--- config.mk ---
export PLATFORM = sky130hd
export DESIGN_NAME = serial_scratchpad_flat
export DESIGN_NICKNAME = d
export VERILOG_FILES = /design/src/rtl/serial_scratchpad_pkg.sv /design/src/rtl/serial_scratchpad_if.sv /design/src/rtl/scratch_ram_1w2r.sv /design/src/rtl/serial_scratchpad.sv /design/src/flat_wrapper.sv
export SDC_FILE = /design/constraint.sdc
export NUM_CORES = 1
export LEC_CHECK = 0
export BUFFER_PORTS_ARGS = -buffer_cell sky130_fd_sc_hd__buf_2
export CELL_PAD_IN_SITES_DETAIL_PLACEMENT = 1
export CELL_PAD_IN_SITES_GLOBAL_PLACEMENT = 2
export CORE_UTILIZATION = 42
export CTS_CLUSTER_SIZE = 28
export DETAILED_ROUTE_END_ITERATION = 10
export HOLD_SLACK_MARGIN = 0.12
export PLACE_DENSITY = 0.85
export SKIP_CTS_REPAIR_TIMING = 1
export SLEW_MARGIN = 0
export SYNTH_ARGS = -nofsm -noshare
export SYNTH_HDL_FRONTEND = slang
export SYNTH_SLANG_ARGS = --single-unit
export TNS_END_PERCENT = 10
--- constraint.sdc ---
create_clock -name clk -period 3.37 [get_ports clk]
set_input_delay 0.337 -clock clk [delete_from_list [all_inputs] [get_ports clk]]
set_output_delay 0.337 -clock clk [all_outputs]
set_load 0.02 [all_outputs]
--- src/rtl/serial_scratchpad_pkg.sv ---
// Shared types and default geometry for the bit-serial scratchpad.
package serial_scratchpad_pkg;

    localparam int DEF_WIDTH = 8;
    localparam int DEF_DEPTH = 64;

    typedef enum logic [2:0] {
        IDLE,
        WR_SHIFT,
        RD_FETCH,
        RD_SHIFT,
        DONE
    } state_e;

endpackage

--- src/rtl/serial_scratchpad_if.sv ---
// Command, serial-in, serial-out, status and debug signals of the scratchpad.
// The master drives commands and serial input; the slave is the scratchpad itself.
interface serial_scratchpad_if
    import serial_scratchpad_pkg::*;
#(
    parameter int WIDTH = DEF_WIDTH,
    parameter int DEPTH = DEF_DEPTH
);
    localparam int AW = $clog2(DEPTH);

    logic          cmd_valid;
    logic          cmd_ready;
    logic          cmd_write;
    logic [AW-1:0] cmd_addr;
    logic [AW:0]   cmd_len;
    logic          sin_valid;
    logic          sin_bit;
    logic          sin_ready;
    logic          sout_valid;
    logic          sout_bit;
    logic          sout_ready;
    logic          busy;
    logic          done;
    logic [AW-1:0] dbg_addr;
    logic [WIDTH-1:0] dbg_data;

    modport master (
        output cmd_valid, cmd_write, cmd_addr, cmd_len, sin_valid, sin_bit,
               sout_ready, dbg_addr,
        input  cmd_ready, sin_ready, sout_valid, sout_bit, busy, done, dbg_data
    );

    modport slave (
        input  cmd_valid, cmd_write, cmd_addr, cmd_len, sin_valid, sin_bit,
               sout_ready, dbg_addr,
        output cmd_ready, sin_ready, sout_valid, sout_bit, busy, done, dbg_data
    );

endinterface

--- src/rtl/scratch_ram_1w2r.sv ---
// DEPTH x WIDTH RAM: core write/read port plus registered debug read port, 1-cycle latency.
// Both read ports return pre-write data on a same-address write; no backpressure.
module scratch_ram_1w2r #(
    parameter int WIDTH = 8,
    parameter int DEPTH = 64,
    parameter int AW    = $clog2(DEPTH)
) (
    input  logic             clk,
    input  logic             rst,
    input  logic             we,
    input  logic [AW-1:0]    addr,
    input  logic [WIDTH-1:0] wdata,
    output logic [WIDTH-1:0] rdata,
    input  logic [AW-1:0]    dbg_addr,
    output logic [WIDTH-1:0] dbg_data
);

    logic [WIDTH-1:0] mem [DEPTH];

    always_ff @(posedge clk) begin
        if (we) begin
            mem[addr] <= wdata;
        end
        rdata <= mem[addr];
    end

    always_ff @(posedge clk or posedge rst) begin
        if (rst) begin
            dbg_data <= '0;
        end else begin
            dbg_data <= mem[dbg_addr];
        end
    end

endmodule

--- src/rtl/serial_scratchpad.sv ---
// Bit-serial burst writer/reader over an on-chip RAM; read words start 2 cycles after command.
// Serial input stalls on sin_valid, serial output holds each bit until sout_ready.
module serial_scratchpad
    import serial_scratchpad_pkg::*;
#(
    parameter int WIDTH = DEF_WIDTH,
    parameter int DEPTH = DEF_DEPTH
) (
    input  logic               clk,
    input  logic               rst,
    serial_scratchpad_if.slave bus
);

    localparam int AW = $clog2(DEPTH);
    localparam int BW = $clog2(WIDTH);
    localparam logic [BW-1:0] LAST_BIT = BW'(WIDTH - 1);
    localparam logic [AW:0]   REM_ONE  = (AW + 1)'(1);

    state_e           state, state_d;
    logic [AW-1:0]    addr, addr_d, core_addr;
    logic [AW:0]      rem;
    logic [BW-1:0]    bitcnt;
    logic [WIDTH-1:0] shreg, rd_data, wr_word;
    logic             cmd_fire, wr_fire, rd_fire, last_bit, word_end, wr_en;

    assign cmd_fire = (state == IDLE) && bus.cmd_valid;
    assign wr_fire  = (state == WR_SHIFT) && bus.sin_valid;
    assign rd_fire  = (state == RD_SHIFT) && bus.sout_ready;
    assign last_bit = (bitcnt == LAST_BIT);
    assign word_end = (wr_fire || rd_fire) && last_bit;
    assign wr_en    = wr_fire && last_bit;
    assign wr_word  = {shreg[WIDTH-2:0], bus.sin_bit};

    always_ff @(posedge clk or posedge rst) begin
        if (rst) begin
            state <= IDLE;
        end else begin
            state <= state_d;
        end
    end

    always_comb begin
        state_d = state;
        case (state)
            IDLE: begin
                if (bus.cmd_valid) begin
                    if (bus.cmd_len == '0)  state_d = DONE;
                    else if (bus.cmd_write) state_d = WR_SHIFT;
                    else                    state_d = RD_FETCH;
                end
            end
            WR_SHIFT: if (word_end && rem == REM_ONE) state_d = DONE;
            RD_FETCH: state_d = RD_SHIFT;
            RD_SHIFT: if (word_end) state_d = (rem == REM_ONE) ? DONE : RD_FETCH;
            DONE:     state_d = IDLE;
            default:  state_d = IDLE;
        endcase
    end

    always_comb begin
        addr_d = addr;
        if (cmd_fire)      addr_d = bus.cmd_addr;
        else if (word_end) addr_d = addr + AW'(1);
    end

    // Reads look up the address the next cycle will hold, so the word is
    // already in rd_data during RD_FETCH and lands in shreg on leaving it.
    assign core_addr = wr_en ? addr : addr_d;

    always_ff @(posedge clk or posedge rst) begin
        if (rst) begin
            addr   <= '0;
            rem    <= '0;
            bitcnt <= '0;
            shreg  <= '0;
        end else begin
            addr <= addr_d;
            if (cmd_fire) begin
                rem    <= bus.cmd_len;
                bitcnt <= '0;
            end
            if (state == RD_FETCH) begin
                shreg  <= rd_data;
                bitcnt <= '0;
            end
            if (wr_fire || rd_fire) begin
                shreg  <= wr_fire ? wr_word : {shreg[WIDTH-2:0], 1'b0};
                bitcnt <= last_bit ? '0 : bitcnt + BW'(1);
                if (last_bit) rem <= rem - REM_ONE;
            end
        end
    end

    scratch_ram_1w2r #(.WIDTH(WIDTH), .DEPTH(DEPTH), .AW(AW)) u_ram (
        .clk      (clk),
        .rst      (rst),
        .we       (wr_en),
        .addr     (core_addr),
        .wdata    (wr_word),
        .rdata    (rd_data),
        .dbg_addr (bus.dbg_addr),
        .dbg_data (bus.dbg_data)
    );

    assign bus.cmd_ready  = (state == IDLE);
    assign bus.sin_ready  = (state == WR_SHIFT);
    assign bus.sout_valid = (state == RD_SHIFT);
    assign bus.sout_bit   = (state == RD_SHIFT) && shreg[WIDTH-1];
    assign bus.busy       = (state != IDLE);
    assign bus.done       = (state == DONE);

endmodule

--- src/flat_wrapper.sv ---
// flat-port wrapper written by rule: the top's interface ports become plain ports
module serial_scratchpad_flat import serial_scratchpad_pkg::*;
#(
    parameter int WIDTH = DEF_WIDTH,
    parameter int DEPTH = DEF_DEPTH
)
  (clk, rst, bus_cmd_valid, bus_cmd_write, bus_cmd_addr, bus_cmd_len, bus_sin_valid, bus_sin_bit, bus_sout_ready, bus_dbg_addr, bus_cmd_ready, bus_sin_ready, bus_sout_valid, bus_sout_bit, bus_busy, bus_done, bus_dbg_data);
  serial_scratchpad_if #(.WIDTH(WIDTH), .DEPTH(DEPTH)) bus_i ();
  input  logic clk;
  input  logic rst;
  input wire logic [$bits(bus_i.cmd_valid)-1:0] bus_cmd_valid;
  input wire logic [$bits(bus_i.cmd_write)-1:0] bus_cmd_write;
  input wire logic [$bits(bus_i.cmd_addr)-1:0] bus_cmd_addr;
  input wire logic [$bits(bus_i.cmd_len)-1:0] bus_cmd_len;
  input wire logic [$bits(bus_i.sin_valid)-1:0] bus_sin_valid;
  input wire logic [$bits(bus_i.sin_bit)-1:0] bus_sin_bit;
  input wire logic [$bits(bus_i.sout_ready)-1:0] bus_sout_ready;
  input wire logic [$bits(bus_i.dbg_addr)-1:0] bus_dbg_addr;
  output wire logic [$bits(bus_i.cmd_ready)-1:0] bus_cmd_ready;
  output wire logic [$bits(bus_i.sin_ready)-1:0] bus_sin_ready;
  output wire logic [$bits(bus_i.sout_valid)-1:0] bus_sout_valid;
  output wire logic [$bits(bus_i.sout_bit)-1:0] bus_sout_bit;
  output wire logic [$bits(bus_i.busy)-1:0] bus_busy;
  output wire logic [$bits(bus_i.done)-1:0] bus_done;
  output wire logic [$bits(bus_i.dbg_data)-1:0] bus_dbg_data;
  assign bus_i.cmd_valid = bus_cmd_valid;
  assign bus_i.cmd_write = bus_cmd_write;
  assign bus_i.cmd_addr = bus_cmd_addr;
  assign bus_i.cmd_len = bus_cmd_len;
  assign bus_i.sin_valid = bus_sin_valid;
  assign bus_i.sin_bit = bus_sin_bit;
  assign bus_i.sout_ready = bus_sout_ready;
  assign bus_i.dbg_addr = bus_dbg_addr;
  assign bus_cmd_ready = bus_i.cmd_ready;
  assign bus_sin_ready = bus_i.sin_ready;
  assign bus_sout_valid = bus_i.sout_valid;
  assign bus_sout_bit = bus_i.sout_bit;
  assign bus_busy = bus_i.busy;
  assign bus_done = bus_i.done;
  assign bus_dbg_data = bus_i.dbg_data;
  serial_scratchpad #(.WIDTH(WIDTH), .DEPTH(DEPTH)) u_core (.clk(clk), .rst(rst), .bus(bus_i));
endmodule
# Word-level counts from Yosys, hierarchy flattened
# Memories as Yosys holds them, arrays and structs flattened. A register that Yosys moved wholly into a read port is not among the register bits.
# Cells that the tools add are included.
[op_classes] add_sub_neg=3 n_mul=0 n_div=0 magnitude_cmp=0 n_eq_ne=9 shift=0 n_mux=22 bitwise=0 n_reduce_logical=14
[op_table] cell="two-way mux 3 bit" count=9
[op_table] cell="two-way mux 7 bit" count=3
[op_table] cell="two-way mux 6 bit" count=3
[op_table] cell="two-way mux 8 bit" count=2
[op_table] cell="case mux 3 bit (4 select lines)" count=1
[op_table] cell="equality test 7 x 1 -> 1 bit (second input constant)" count=1
[op_table] cell="logical AND 1 bit" count=7
[op_table] cell="zero test 7 bit" count=1
[op_table] cell="subtractor 7 x 1 -> 7 bit (second input constant)" count=1
[op_table] cell="adder 6 x 1 -> 6 bit (second input constant)" count=1
[op_table] cell="equality test 3 x 2 -> 1 bit (second input constant)" count=2
[op_table] cell="equality test 3 bit (second input constant)" count=2
[op_table] cell="nonzero test 3 bit" count=2
[op_table] cell="!= test 2 x 1 -> 1 bit (second input constant)" count=2
[op_table] cell="adder 3 x 1 -> 3 bit (second input constant)" count=1
[op_table] cell="equality test 3 x 1 -> 1 bit (second input constant)" count=1
[op_table] cell="zero test 3 bit" count=1
[op_table] cell="two-way mux 1 bit" count=3
[op_table] cell="AND reduction 3 bit" count=1
[op_table] cell="two-way mux 2 bit" count=1
[op_table] cell="!= test 2 bit (second input constant)" count=1
[op_table] cell="nonzero test 2 bit" count=1
[op_table] cell="logical OR 1 bit" count=1
[totals] reg_bits=27 latchBits=0 ram_bits=512 rom_bits=0 output_inout_bits=14 word_cells=54 memories=1
[memory_table] memory="u_core.u_ram.mem" words=64 word_bits=8 rd=2 rd_clocked_by_memory_dff=2 write_ports=1 line="scratch_ram_1w2r.sv:18" text="logic [WIDTH-1:0] mem [DEPTH];"

# Depth between registers and ports, before layout
[depth] word_depth=7 depth_mapped=16

# By module
# From an unflattened synthesis, not the netlist that was laid out.
[unflattened] hier_cells=1571 hier_area_um2=26191.4
[by_module_without_submodules] module="scratch_ram_1w2r" instances=1 cells_each=1391 area_each_um2=24423.4 seq_area_each_um2=15735.1
[by_module_without_submodules] module="serial_scratchpad" instances=1 cells_each=180 area_each_um2=1767.9 seq_area_each_um2=675.6

# Least setup slack after synthesis
# Ideal clock, no wire load.
[synth_path] path_kind="reg-to-reg" from="register u_core.state[1]" to="memory u_core.u_ram.mem[54][0] (enable)" setup_ns=0.371 arrival_time_ns=3.057 path_slack_ns=-0.058 stages_incl_launch_ff=10 path_buffers=3 synth_period_minus_slack_ns=3.428 cell_sequence="dfrtp_1 -> buf_6 -> nor3b_1 -> nand3_1 -> o21a_1 -> o221ai_1 -> nand3_2 -> buf_4 -> clkbuf_1 -> nor2_1"
[synth_between] elab_chain_cells=7 elab_cells_between_ends=14 classes_between="eq/ne: 2; mux: 5; reduce/logical: 7"
[synth_lines] item="start, declared" line="serial_scratchpad.sv:19" text="state_e state, state_d;"
[synth_lines] item="start signal, assigned" line="serial_scratchpad.sv:38" text="state <= state_d;"
[synth_lines] item="equality test 3 x 1 -> 1 bit *"
[synth_lines] item="named net bus_sin_ready" line="flat_wrapper.sv:20" text="output wire logic [$bits(bus_i.sin_ready)-1:0] bus_sin_ready;"
[synth_lines] item="logical AND 1 bit *" line="serial_scratchpad.sv:27" text="assign wr_fire = (state == WR_SHIFT) && bus.sin_valid;"
[synth_lines] item="logical OR 1 bit" line="serial_scratchpad.sv:30" text="assign word_end = (wr_fire || rd_fire) && last_bit;"
[synth_lines] item="logical AND 1 bit" line="serial_scratchpad.sv:30"
[synth_lines] item="two-way mux 6 bit" line="serial_scratchpad.sv:63" text="else if (word_end) addr_d = addr + AW'(1);"
[synth_lines] item="two-way mux 6 bit" line="serial_scratchpad.sv:62" text="if (cmd_fire) addr_d = bus.cmd_addr;"
[synth_lines] item="two-way mux 6 bit" line="serial_scratchpad.sv:68" text="assign core_addr = wr_en ? addr : addr_d;"
[synth_lines] item="end, declared" line="scratch_ram_1w2r.sv:18"
# Mark *: on every way through the listed nets, which the timed path passes. The rest lies on a longest branch.

# Worst setup path in the final report
[layout_path] from="register u_core.state[2]" to="register u_core.u_ram.rdata[7], read port of u_core.u_ram.mem"
[layout_between] elab_chain_cells=7 elab_cells_between_ends=12 classes_between="eq/ne: 2; mux: 3; reduce/logical: 7"
[layout_lines] item="equality test 3 x 1 -> 1 bit or equality test 3 x 2 -> 1 bit (tied branches)" line="serial_scratchpad.sv:27, serial_scratchpad.sv:28"
[layout_lines] item="logical AND 1 bit (on tied branches)" line="serial_scratchpad.sv:27, serial_scratchpad.sv:28"
[layout_lines] item="logical OR 1 bit" line="serial_scratchpad.sv:30"
[layout_lines] item="logical AND 1 bit" line="serial_scratchpad.sv:30"
[layout_lines] item="two-way mux 6 bit" line="serial_scratchpad.sv:63"
[layout_lines] item="two-way mux 6 bit" line="serial_scratchpad.sv:62"
[layout_lines] item="two-way mux 6 bit *" line="serial_scratchpad.sv:68"
[layout_lines] item="end, declared" line="scratch_ram_1w2r.sv:13" text="output logic [WIDTH-1:0] rdata,"
# Every way passes the cells marked *; elsewhere a longest branch is shown, timed or not.
# A chain may end at the register's enable or synchronous reset.

==> flow_results.org <==
** Floorplanning
- Starting density of the core :: 42.7%
- From left edge to right edge, the die measures 253 um.
- Core Region :: 62100 um2
- IO Count :: 40
- The die is 253 um tall.
- In this run the core area contains 91 standard-cell rows.
- The floorplan step defined a die boundary enclosing 64100 um2.

** Finish
- Cells with a size suffix above 1 make up 28.3% of the layout.
- Measured on the finished design, the core utilization comes to 51.0%.
- From synthesis to final layout, the design area changed by 19.5%.
- Number of nets in the final layout :: 2122

** Power
- The analysis attributes to cell leakage a power of 11.1 nW.
- In this run the power density over the cells is 811 nW/um2.
- IR analysis of the VDD net gives a maximum drop of 0.500 mV.
- Power comes to 25.7 mW.

** Logic synthesis
- Post-synthesis cell type count :: 68
- Post-synth top area share :: 58.0%
- Number of flip-flops and latches in the synthesized netlist :: 555
- Biggest area contributors in the synthesized netlist :: sky130_fd_sc_hd__edfxtp_1, sky130_fd_sc_hd__mux4_2, sky130_fd_sc_hd__nand2_1
- Share of synthesized registers carrying an async set or reset :: 6.31%
- Post-synthesis cell type with the largest combined area :: sky130_fd_sc_hd__edfxtp_1
- Summing the sequential cell areas from Yosys gives 61.9% of the chip area.
- Synthesized Nets :: 1912
- Cell count after synthesis :: 1881
- A synthesized cell averages 14.1 um2.
- Yosys instantiated no cell more often than sky130_fd_sc_hd__edfxtp_1.
- List of most frequent post-synthesis cells :: sky130_fd_sc_hd__edfxtp_1, sky130_fd_sc_hd__nand2_1, sky130_fd_sc_hd__mux4_2
- Summed instance area of the synthesized netlist :: 26500 um2
- The Yosys step of the flow raised 0 warnings.
- In this run, synthesis inferred 512 flip-flops with an integrated enable.
- For this run, the leading register cell type out of synthesis is sky130_fd_sc_hd__edfxtp_1.

** Global routing
- The number of antenna violations at the first check in global routing came to 5.
- The total overflow left after global routing is 0.
- The via count of the first global-routing pass is 19345.
- Entering global routing, the biggest net connects 67 pins.
- Global routing consumed, over all layers together, 28.8% of the routing resources.
- Global-route wire length before repair :: 133000 um

** CTS
- In this run the deepest clock path goes through 3 buffers.
- The tree is rooted in a sky130_fd_sc_hd__clkbuf_16.
- The later pin in the worst-skew pair is clocked with a latency of 0.66 ns.
- In this run, CTS created clock tree buffers numbering 58.
- The clock net in this run drives a total of 555 sinks.
- The H-tree was split into 2 levels.
- Clock-pin slew on the worst setup and hold paths :: 0.06 ns
- Clock tree from TritonCTS :: built

** Hold path
- The min-delay analysis places its worst path in the category in2reg.

** Detailed routing
- The first TritonRoute pass finished after 7 iterations.
- Detail-routed net length per standard cell :: 31.1 um
- Post-route DRC violation count :: 0
- Initial detailed-routing violation count :: 1961
- Aggregate routed wire length :: 92400 um
- Antenna Nets Post-Route :: 0
- Using the TritonRoute via totals, the vias-per-cell ratio works out to 6.38.
- Routed via count :: 18995

** Critical path
- The worst setup path is of the reg2reg kind.
- Critical path data required time :: 3.91 ns
- STA classifies the critical path endpoint as a flip-flop.
- STA classifies the critical path startpoint as a flip-flop.
- Crit Path Max Fanout :: 22
- Data arrives at the worst endpoint at 3.94 ns.

** Timing
- Maximum frequency from static timing analysis :: 0.294 GHz
- Max-slew violation count :: 0
- Counting I/O delays and the setup requirement, the final critical path takes 3.40 ns.
- Minimum setup slack in the final design :: -0.0271 ns
- For the final database, setup skew stands at 0.0427 ns.
- Worst-Margin Slew :: 1.27 ns
- Setup violations remaining at the end of the flow were counted as 2.
- Measured against its own limit, the worst slew margin works out to 15.6%.
- RSZ-0062 raised after global routing :: yes
- Final hold vios :: 0
- Of the available clock period, the critical path in the final layout requires 101%.
- Minimum hold slack :: 0.130 ns

** Place
- Detailed placement ended at an HPWL of 63300 um.
- PortBufs :: 39
- Final weighted congestion in routability-driven placement :: 0.937

** Run
- Max-cap violations in this run came to 0.

** Outcome
- The checks that failed: setup timing.
- The flow ran to the end, but the final reports show violations.
-- registers in the layout, indices dropped and copies added (netlist names) --
signal / count
u_core.addr: 6
u_core.bitcnt: 3
u_core.rem: 7
u_core.shreg: 8
u_core.state: 3
u_core.u_ram.dbg_data: 8
u_core.u_ram.mem: 512
u_core.u_ram.rdata: 8
-- worst paths after layout --
kind	from	end	slack, ns	depth (start not counted)
min in group asynchronous	rst	u_core.u_ram.dbg_data[5]	0.37	4
max in group asynchronous	rst	u_core.state[1]	2.58	4
worst min-delay path	bus_cmd_write	u_core.state[1]	0.13	4
worst min register to register	u_core.u_ram.rdata[4]	u_core.shreg[4]	0.45	2
worst max register to register	u_core.state[2]	u_core.u_ram.rdata[7]	-0.03	15
worst max-delay path	u_core.state[2]	u_core.u_ram.rdata[7]	-0.03	15
-- metrics by stage --
| stage | cell area (um2) | setup TNS (ns) | std cells | setup slack [ns] |
|---|---|---|---|---|
| floorplan | 26500 | 0 | 1881 | 0.221 |
| global placement | 29200 | -0.292 | 2839 | -0.151 |
| detailed placement | 29200 | -0.673 | 2839 | -0.308 |
| CTS | 31100 | -0.760 | 2946 | -0.291 |
| global route | 31700 | -0.581 | 2975 | -0.138 |
| finish | 31700 | -0.0523 | 2977 | -0.0271 |
-- kinds of logic after synthesis --
family,count (synthesis),share of synthesized area (%)
buffers and inverters,158,2.73
muxes,219,16.2
DFF,555,61.9
adders and majority gates,5,0.236
and+or+nand+nor,650,10.8
AOI/OAI and AO/OA,289,7.93
xor gates and xnor gates,5,0.165
-- power breakdown --
group | switching, mW | internal (mW)
clock network | 2.76 | 3.58
registers | 0.597 | 8.50
logic | 6.40 | 3.83
total | 9.76 | 15.9
-- per-layer routing --
layer,part of all wire [%],global-route usage [%],up-vias
li1,-,-,7834
met1,38,37.5,9917
met2,48,46.3,1016
met3,8.8,5.10,224
met4,5.7,15.1,4
met5,0.022,0,-
-- final cells by class --
cell class	count	area (um2)
antenna	2	5.00
clock buffer	86	1670
clock inverter	21	199
fill	6053	30400
inverter	12	45.0
multi-input combinational	1168	9680
sequential	555	16400
tap	837	1050
timing repair buffer	296	2610
-- layout by cell type (no fill, tap or decap), types with 5 or more instances in the layout --
cell	instances
sky130_fd_sc_hd__a211oi_1	35
sky130_fd_sc_hd__a21oi_1	84
sky130_fd_sc_hd__a221oi_1	11
sky130_fd_sc_hd__a22oi_1	8
sky130_fd_sc_hd__a311oi_1	39
sky130_fd_sc_hd__a311oi_2	6
sky130_fd_sc_hd__a32o_1	15
sky130_fd_sc_hd__a32oi_1	14
sky130_fd_sc_hd__and3_1	74
sky130_fd_sc_hd__buf_12	30
sky130_fd_sc_hd__buf_2	37
sky130_fd_sc_hd__buf_4	206
sky130_fd_sc_hd__buf_6	5
sky130_fd_sc_hd__clkbuf_1	19
sky130_fd_sc_hd__clkbuf_16	61
sky130_fd_sc_hd__clkbuf_8	8
sky130_fd_sc_hd__clkinv_1	8
sky130_fd_sc_hd__clkinv_2	8
sky130_fd_sc_hd__dfrtp_1	25
sky130_fd_sc_hd__dfrtp_2	10
sky130_fd_sc_hd__dfxtp_1	8
sky130_fd_sc_hd__dlygate4sd3_1	15
sky130_fd_sc_hd__edfxtp_1	512
sky130_fd_sc_hd__inv_1	12
sky130_fd_sc_hd__mux2i_1	49
sky130_fd_sc_hd__mux4_2	168
sky130_fd_sc_hd__nand2_1	392
sky130_fd_sc_hd__nand3_1	19
sky130_fd_sc_hd__nor2_1	83
sky130_fd_sc_hd__nor2_2	8
sky130_fd_sc_hd__nor3_1	17
sky130_fd_sc_hd__nor3_2	8
sky130_fd_sc_hd__nor4_1	7
sky130_fd_sc_hd__o2111ai_1	6
sky130_fd_sc_hd__o211ai_1	9
sky130_fd_sc_hd__o21ai_0	12
sky130_fd_sc_hd__o21bai_1	6
sky130_fd_sc_hd__o22ai_1	8
-- critical path: stages, from the launching register on --
cell and delay (ns):
sky130_fd_sc_hd__dfrtp_2 0.45, sky130_fd_sc_hd__or4b_4 0.62, sky130_fd_sc_hd__o32ai_4 0.17, sky130_fd_sc_hd__a221oi_4 0.06
sky130_fd_sc_hd__buf_6 0.15, sky130_fd_sc_hd__buf_12 0.14, sky130_fd_sc_hd__buf_12 0.14, sky130_fd_sc_hd__buf_4 0.13
sky130_fd_sc_hd__buf_12 0.15, sky130_fd_sc_hd__buf_6 0.14, sky130_fd_sc_hd__nand2_1 0.06, sky130_fd_sc_hd__nand3_1 0.19
sky130_fd_sc_hd__a311oi_1 0.31, sky130_fd_sc_hd__buf_4 0.15, sky130_fd_sc_hd__a41oi_1 0.05, sky130_fd_sc_hd__or3_1 0.37
Power figures use the tool's default switching activity.
